File: src/rtl/rx_mac.sv
// XGMII (32-bit) receive MAC: strips preamble/SFD and FCS, emits payload as an AXI-stream with a frame-bad flag.
// Latency: payload word leaves two accepted words after it arrives (2-word delay line hides the FCS); flush beat follows terminate.
// Backpressure: none on the output (sink must take every beat); i_xgmii_valid=0 stalls everything except the FLUSH beat.
// Optional CRC-32 check is compiled in with `define RX_MAC_CRC_CHECK_EN.
module rx_mac (
  input  logic        i_clk,
  input  logic        i_reset,
  input  logic [31:0] i_xgmii_data,
  input  logic [3:0]  i_xgmii_ctrl,
  input  logic        i_xgmii_valid,
  output logic [31:0] m_axis_tdata,
  output logic [3:0]  m_axis_tkeep,
  output logic        m_axis_tvalid,
  output logic        m_axis_tlast,
  output logic        m_axis_tuser
);

  localparam logic [31:0] START_WORD = 32'h555555FB;
  localparam logic [31:0] SFD_WORD   = 32'hD5555555;
  localparam logic [7:0]  TERM_CHAR  = 8'hFD;
  localparam logic [15:0] MIN_FRAME  = 16'd64;
  localparam logic [15:0] MIN_EMIT   = 16'd5;

  typedef enum logic [1:0] {
    S_IDLE,
    S_SFD,
    S_DATA,
    S_FLUSH
  } state_t;

  state_t      state;
  logic [31:0] line0;      // oldest held word
  logic [31:0] line1;      // newest held word (valid when line_cnt == 2)
  logic [1:0]  line_cnt;
  logic [15:0] byte_cnt;
  logic [3:0]  flush_keep;
  logic        flush_bad;

  logic        is_start;
  logic        is_sfd;
  logic        is_data;
  logic        is_term;
  logic [1:0]  term_lane;
  logic [3:0]  term_keep;
  logic [16:0] sum_push;
  logic [16:0] sum_term;
  logic [15:0] cnt_push;
  logic [15:0] cnt_end;
  logic        crc_bad;
  logic        frame_bad;

  function automatic logic [31:0] byte_mask(input logic [3:0] keep);
    logic [31:0] m;
    m = '0;
    for (int i = 0; i < 4; i++) begin
      if (keep[i]) m[8*i +: 8] = 8'hFF;
    end
    return m;
  endfunction

  // Decode the incoming word and precompute saturating byte counts for push and terminate.
  always_comb begin
    is_start  = (i_xgmii_data == START_WORD) && (i_xgmii_ctrl == 4'h1);
    is_sfd    = (i_xgmii_data == SFD_WORD) && (i_xgmii_ctrl == 4'h0);
    is_data   = (i_xgmii_ctrl == 4'h0);
    is_term   = 1'b0;
    term_lane = 2'd0;
    term_keep = 4'h0;
    case (i_xgmii_ctrl)
      4'hF: begin
        is_term   = (i_xgmii_data[7:0] == TERM_CHAR);
        term_lane = 2'd0;
        term_keep = 4'h0;
      end
      4'hE: begin
        is_term   = (i_xgmii_data[15:8] == TERM_CHAR);
        term_lane = 2'd1;
        term_keep = 4'h1;
      end
      4'hC: begin
        is_term   = (i_xgmii_data[23:16] == TERM_CHAR);
        term_lane = 2'd2;
        term_keep = 4'h3;
      end
      4'h8: begin
        is_term   = (i_xgmii_data[31:24] == TERM_CHAR);
        term_lane = 2'd3;
        term_keep = 4'h7;
      end
      default: begin
        is_term   = 1'b0;
        term_lane = 2'd0;
        term_keep = 4'h0;
      end
    endcase
    sum_push  = {1'b0, byte_cnt} + 17'd4;
    sum_term  = {1'b0, byte_cnt} + {15'd0, term_lane};
    cnt_push  = sum_push[16] ? 16'hFFFF : sum_push[15:0];
    cnt_end   = sum_term[16] ? 16'hFFFF : sum_term[15:0];
    frame_bad = (cnt_end < MIN_FRAME) || crc_bad;
  end

`ifdef RX_MAC_CRC_CHECK_EN
  localparam logic [31:0] CRC_POLY_REFL = 32'hEDB88320;
  localparam logic [31:0] CRC_RESIDUE   = 32'hDEBB20E3;

  logic [31:0] crc_q;
  logic [31:0] crc_data;
  logic [31:0] crc_term;

  // Reflected CRC-32 over the first n bytes of a word, lane 0 first, LSB first within a byte.
  function automatic logic [31:0] crc_bytes(input logic [31:0] crc_in, input logic [31:0] d,
                                            input logic [2:0] n);
    logic [31:0] c;
    c = crc_in;
    for (int i = 0; i < 4; i++) begin
      if (i < int'(n)) begin
        for (int b = 0; b < 8; b++) begin
          if (c[0] ^ d[8*i+b]) c = (c >> 1) ^ CRC_POLY_REFL;
          else                 c = c >> 1;
        end
      end
    end
    return c;
  endfunction

  assign crc_data = crc_bytes(crc_q, i_xgmii_data, 3'd4);
  assign crc_term = crc_bytes(crc_q, i_xgmii_data, {1'b0, term_lane});
  assign crc_bad  = (crc_term != CRC_RESIDUE);

  // CRC register restarts on the SFD and accumulates every full data word of the frame.
  always_ff @(posedge i_clk or posedge i_reset) begin
    if (i_reset) begin
      crc_q <= 32'hFFFFFFFF;
    end else if (i_xgmii_valid && (state == S_SFD) && is_sfd) begin
      crc_q <= 32'hFFFFFFFF;
    end else if (i_xgmii_valid && (state == S_DATA) && is_data) begin
      crc_q <= crc_data;
    end
  end
`else
  assign crc_bad = 1'b0;
`endif

  // Frame FSM with delay line and registered AXI-stream outputs (outputs idle to zero between beats).
  always_ff @(posedge i_clk or posedge i_reset) begin
    if (i_reset) begin
      state         <= S_IDLE;
      line0         <= '0;
      line1         <= '0;
      line_cnt      <= 2'd0;
      byte_cnt      <= 16'd0;
      flush_keep    <= 4'h0;
      flush_bad     <= 1'b0;
      m_axis_tdata  <= '0;
      m_axis_tkeep  <= 4'h0;
      m_axis_tvalid <= 1'b0;
      m_axis_tlast  <= 1'b0;
      m_axis_tuser  <= 1'b0;
    end else begin
      m_axis_tdata  <= '0;
      m_axis_tkeep  <= 4'h0;
      m_axis_tvalid <= 1'b0;
      m_axis_tlast  <= 1'b0;
      m_axis_tuser  <= 1'b0;
      case (state)
        S_IDLE: begin
          if (i_xgmii_valid && is_start) state <= S_SFD;
        end
        S_SFD: begin
          if (i_xgmii_valid) begin
            if (is_sfd) begin
              state    <= S_DATA;
              byte_cnt <= 16'd0;
              line_cnt <= 2'd0;
            end else begin
              state <= S_IDLE;
            end
          end
        end
        S_DATA: begin
          if (i_xgmii_valid) begin
            if (is_data) begin
              byte_cnt <= cnt_push;
              case (line_cnt)
                2'd0: begin
                  line0    <= i_xgmii_data;
                  line_cnt <= 2'd1;
                end
                2'd1: begin
                  line1    <= i_xgmii_data;
                  line_cnt <= 2'd2;
                end
                default: begin
                  m_axis_tdata  <= line0;
                  m_axis_tkeep  <= 4'hF;
                  m_axis_tvalid <= 1'b1;
                  line0         <= line1;
                  line1         <= i_xgmii_data;
                end
              endcase
            end else if (is_term) begin
              byte_cnt <= cnt_end;
              line_cnt <= 2'd0;
              if (cnt_end < MIN_EMIT) begin
                // Too short to carry any payload beside the FCS: drop silently.
                state <= S_IDLE;
              end else if (term_lane == 2'd0) begin
                // Newest held word is the whole FCS; oldest is the last payload word.
                m_axis_tdata  <= line0;
                m_axis_tkeep  <= 4'hF;
                m_axis_tvalid <= 1'b1;
                m_axis_tlast  <= 1'b1;
                m_axis_tuser  <= frame_bad;
                state         <= S_IDLE;
              end else begin
                // Newest word still holds t payload bytes; send it from FLUSH.
                if (line_cnt == 2'd2) begin
                  m_axis_tdata  <= line0;
                  m_axis_tkeep  <= 4'hF;
                  m_axis_tvalid <= 1'b1;
                  line0         <= line1;
                end
                flush_keep <= term_keep;
                flush_bad  <= frame_bad;
                state      <= S_FLUSH;
              end
            end else begin
              // Any other control word ends the frame as bad; a start word reopens directly.
              if (line_cnt != 2'd0) begin
                m_axis_tdata  <= line0;
                m_axis_tkeep  <= 4'hF;
                m_axis_tvalid <= 1'b1;
                m_axis_tlast  <= 1'b1;
                m_axis_tuser  <= 1'b1;
              end
              line_cnt <= 2'd0;
              state    <= is_start ? S_SFD : S_IDLE;
            end
          end
        end
        S_FLUSH: begin
          m_axis_tdata  <= line0 & byte_mask(flush_keep);
          m_axis_tkeep  <= flush_keep;
          m_axis_tvalid <= 1'b1;
          m_axis_tlast  <= 1'b1;
          m_axis_tuser  <= flush_bad;
          line_cnt      <= 2'd0;
          state         <= S_IDLE;
        end
        default: state <= S_IDLE;
      endcase
    end
  end

endmodule

File: config.mk
export PLATFORM = sky130hd
export DESIGN_NAME = rx_mac
export DESIGN_NICKNAME = d
export VERILOG_FILES = /design/src/rtl/rx_mac.sv
export SDC_FILE = /design/constraint.sdc
export NUM_CORES = 1
export LEC_CHECK = 0
export ABC_AREA = 1
export CORE_ASPECT_RATIO = 0.9
export CORE_MARGIN = 4
export CORE_UTILIZATION = 45
export CTS_BUF_LIST = sky130_fd_sc_hd__clkbuf_8
export DETAILED_ROUTE_END_ITERATION = 16
export PLACE_DENSITY = 0.78
export SKIP_CTS_REPAIR_TIMING = 1
export SLEW_MARGIN = 20
export SYNTH_ARGS = -nofsm -noshare
export SYNTH_HDL_FRONTEND = slang
export SYNTH_SLANG_ARGS = --single-unit
export TNS_END_PERCENT = 1
File: constraint.sdc
create_clock -name i_clk -period 4.1 [get_ports i_clk]
set_clock_uncertainty 0.2 [all_clocks]
set_input_delay 0.41 -clock i_clk [delete_from_list [all_inputs] [get_ports i_clk]]
set_output_delay 0.41 -clock i_clk [all_outputs]
set_load 0.01 [all_outputs]
==> results.yml <==
detailed_routing:
  dr.pass1.iters: 6
  antenna_left: 0
  drc: 0
  wl_um: 16650
  via_count: 6120
  drt_iter0_markers: 512
  vias_per_cell: 5.092
  wl_per_cell_um: 13.85
worst_setup_path:
  start_kind: "input port"
  cp_data_required_time_ns: 4.27
  path_class: "input port to flip-flop"
  endpoint_kind: "flip-flop"
  worst-path-max-fanout: 23
  crit_arrival_ns: 3.89
clock_network:
  cts.path.max_buffers: 2
  htreeDepth: 4
  clockRootBuffer: "clkbuf_8"
  cts_buffers: 17
  clk_latency_ns: 0.45
  cts.sinks: 127
  cts.clk_slew.worst_paths_ns: 0.08
  cts_tree: "done"
synth:
  synth.distinct_cells: 37
  netlist.area_leader.share: 0.4500
  syn_inst: 913
  synth_ff_type: "dfrtp_1"
  synth-edff-count: 0
  postSynthAreaPerCell_um2: 7.736
  synth.area.top_cells: "dfrtp_1 (45%), nand2_1 (13%), inv_1 (6.4%)"
  synth_common_cells: "nand2_1 (250), dfrtp_1 (127), inv_1 (120)"
  syn-cell-area_mm2: 0.007063
  synth_top_cell_by_area: "dfrtp_1"
  synth_warnings: 0
  synth_nets: 956
  yosysMostFrequentCell: "nand2_1"
  yosysSeqAreaShare: 0.4500
  yosys_register_bits: 127
  async_flop_share: 1.000
power:
  switchingPower_mw: 0.9888
  combPwrFrac: 0.216
  power.density_mw_per_mm2: 357.4
  p_sw_frac: 0.3315
  intPower_mw: 1.994
  power.leakage_nw: 4.191
  ir_drop_v: 0.0002328
  seq_power_share: 0.471
  clkPwrFrac: 0.313
die:
  ios: 78
  die_w_um: 140.1
  start_util: 0.4590
  rows: 43
  die_h_um: 126.9
  dieArea_mm2: 0.01777
  core_area_mm2: 0.01539
timing:
  finalSetupTns_ns: 0
  hold_violations: 0
  max_freq_ghz: 0.2693
  worst_slew_pin_slew_ns: 0.7614
  setup_viol: 0
  slew_viol_final: 0
  fin_crit_ns: 3.713
  relSlewSlack: 0.4924
  rsz0062_at_grt: "no"
  fin_crit_sh: 0.9057
global_routing:
  grtUsageTotal: 0.1938
  antenna_found_initial: 0
  grt_max_degree: 61
  grt_pass1_vias: 5642
  grt_pass1_wl_um: 27710
  grt_overflow: 0
place:
  dp_cells: 1172
  dp_hpwl_um: 12300
  gp_congestion: 0.9485
  port_buffers: 77
cells_and_area:
  fill_cells: 1466
  area_delta_synth_final_pct: 18.18
  utilization: 0.5424
  diodes: 0
  drive_gt1_frac: 0.1520
  layout.cells.non_filler: 1202
  num-nets-final: 1032
hold_path:
  hp-class: "input port to asynchronous set/reset pin"
run:
  drv_cap: 0
outcome:
  status: "completed"
worst max-delay path, stage by stage:
cell	delay (ns)
clkdlybuf4s50_1	0.56
inv_1	0.07
nor2_2	0.17
nand2_4	0.06
nand2_1	0.09
ha_1	0.19
inv_1	0.06
fa_1	0.38
inv_1	0.09
nand2_1	0.12
nor2_2	0.22
nand2_1	0.09
nand2_1	0.06
nand2_1	0.05
clkinv_1	0.05
nand4_1	0.08
nor2_1	0.18
nand3_2	0.17
nand3_1	0.12
nand2_2	0.06
nand2_4	0.07
buf_4	0.33
nand2_1	0.11
o21ai_2	0.07
worst paths after layout:
path	start	to	cells after the start	slack, ns
hold / removal	i_reset	m_axis_tuser$_DFF_PP0_	2	0.24
max in group asynchronous	i_reset	m_axis_tdata[16]$_DFF_PP0_	3	2.57
setup reg to reg	byte_cnt[0]$_DFFE_PP0P_	line0[8]$_DFFE_PP0P_	20	0.94
hold reg to reg	line0[18]$_DFFE_PP0P_	m_axis_tdata[18]$_DFF_PP0_	2	0.27
setup / recovery	i_xgmii_ctrl[1]	line0[8]$_DFFE_PP0P_	24	0.39
min in group i_clk	line0[18]$_DFFE_PP0P_	m_axis_tdata[18]$_DFF_PP0_	2	0.27
power groups by stage:
stage / logic (mW) / registers, mW / clock network, mW
floorplan: 0.431 / 1.42 / 0
finish: 0.643 / 1.41 / 0.935
detailed placement: 0.642 / 1.43 / 0
global route: 0.726 / 1.42 / 1.01
CTS: 0.647 / 1.40 / 0.960
global placement: 0.631 / 1.42 / 0
cells by family after synthesis:
| logic type | Yosys count | share of synthesized area |
|---|---|---|
| flops | 127 | 0.4500 |
| buf+inv | 163 | 0.09708 |
| xor+xnor | 14 | 0.01736 |
| compound gates | 148 | 0.1277 |
| fa+ha+maj | 4 | 0.008149 |
| simple gates | 457 | 0.2997 |
per-stage QoR:
stage / setup WS, ns / hold WS, ns / power (mW) / instance area, µm²
global placement: 0.09767 / 0.2497 / 2.056 / 8014
global route: 0.06008 / 0.2879 / 3.158 / 8347
CTS: 0.4056 / 0.2664 / 3.012 / 8347
finish: 0.3866 / 0.2435 / 2.983 / 8347
floorplan: 0.1057 / 0.2349 / 1.847 / 7063
detailed placement: -0.06096 / 0.2552 / 2.071 / 8014
layout by cell type, fill, tap and decap left out, types with 2 or more instances in the layout:
| master | netlist | final |
|---|---|---|
| clkdlybuf4s50_1 | 0 | 77 |
| dfrtp_1 | 127 | 127 |
| inv_1 | 120 | 121 |
| clkinv_2 | 0 | 2 |
| o221ai_1 | 3 | 3 |
| a21oi_1 | 7 | 7 |
| nand2_2 | 31 | 31 |
| xnor2_1 | 2 | 2 |
| buf_4 | 3 | 12 |
| nand3_4 | 3 | 3 |
| inv_4 | 1 | 2 |
| nor2_4 | 4 | 5 |
| xor2_1 | 12 | 12 |
| clkinvlp_4 | 0 | 6 |
| nand3b_1 | 3 | 3 |
| nand4_1 | 17 | 17 |
| a31oi_1 | 2 | 2 |
| o21ai_2 | 33 | 33 |
| o211ai_1 | 7 | 7 |
| nand2_1 | 250 | 250 |
| ha_1 | 3 | 3 |
| nor2_2 | 20 | 19 |
| o21ai_1 | 28 | 28 |
| nor4_1 | 6 | 6 |
| inv_2 | 8 | 8 |
| nand2_4 | 7 | 7 |
| nor3_1 | 6 | 6 |
| nand3_2 | 2 | 3 |
| nand3_1 | 47 | 46 |
| o21ai_0 | 66 | 66 |
| nor2_1 | 60 | 60 |
| clkbuf_8 | 0 | 19 |
metal layers:
layer,vias up,wire (µm),global-route usage
met5,-,0,0
met4,0,296,0.06154
met3,29,1060,0.04297
met2,189,8181,0.3248
met1,2862,7113,0.2517
li1,3040,-,-
sequential cells by signal (all words and copies together) (netlist names):
name and flops:
line0 32, line1 32, m_axis_tdata 32, byte_cnt 16, m_axis_tkeep 4, flush_keep 3
line_cnt 2, state 2, flush_bad 1, m_axis_tlast 1, m_axis_tuser 1, m_axis_tvalid 1
cell type report:
cell class	count	area, µm²	share of cell area
inverter	130	493.0	0.05906
clock inverter	11	71.32	0.008544
multi-input combinational	623	3209	0.3845
tap	202	252.7	0.03028
timing repair buffer	90	880.8	0.1055
sequential	127	3178	0.3808
clock buffer	19	261.5	0.03133
No activity file was read; power rests on OpenSTA's default activity.
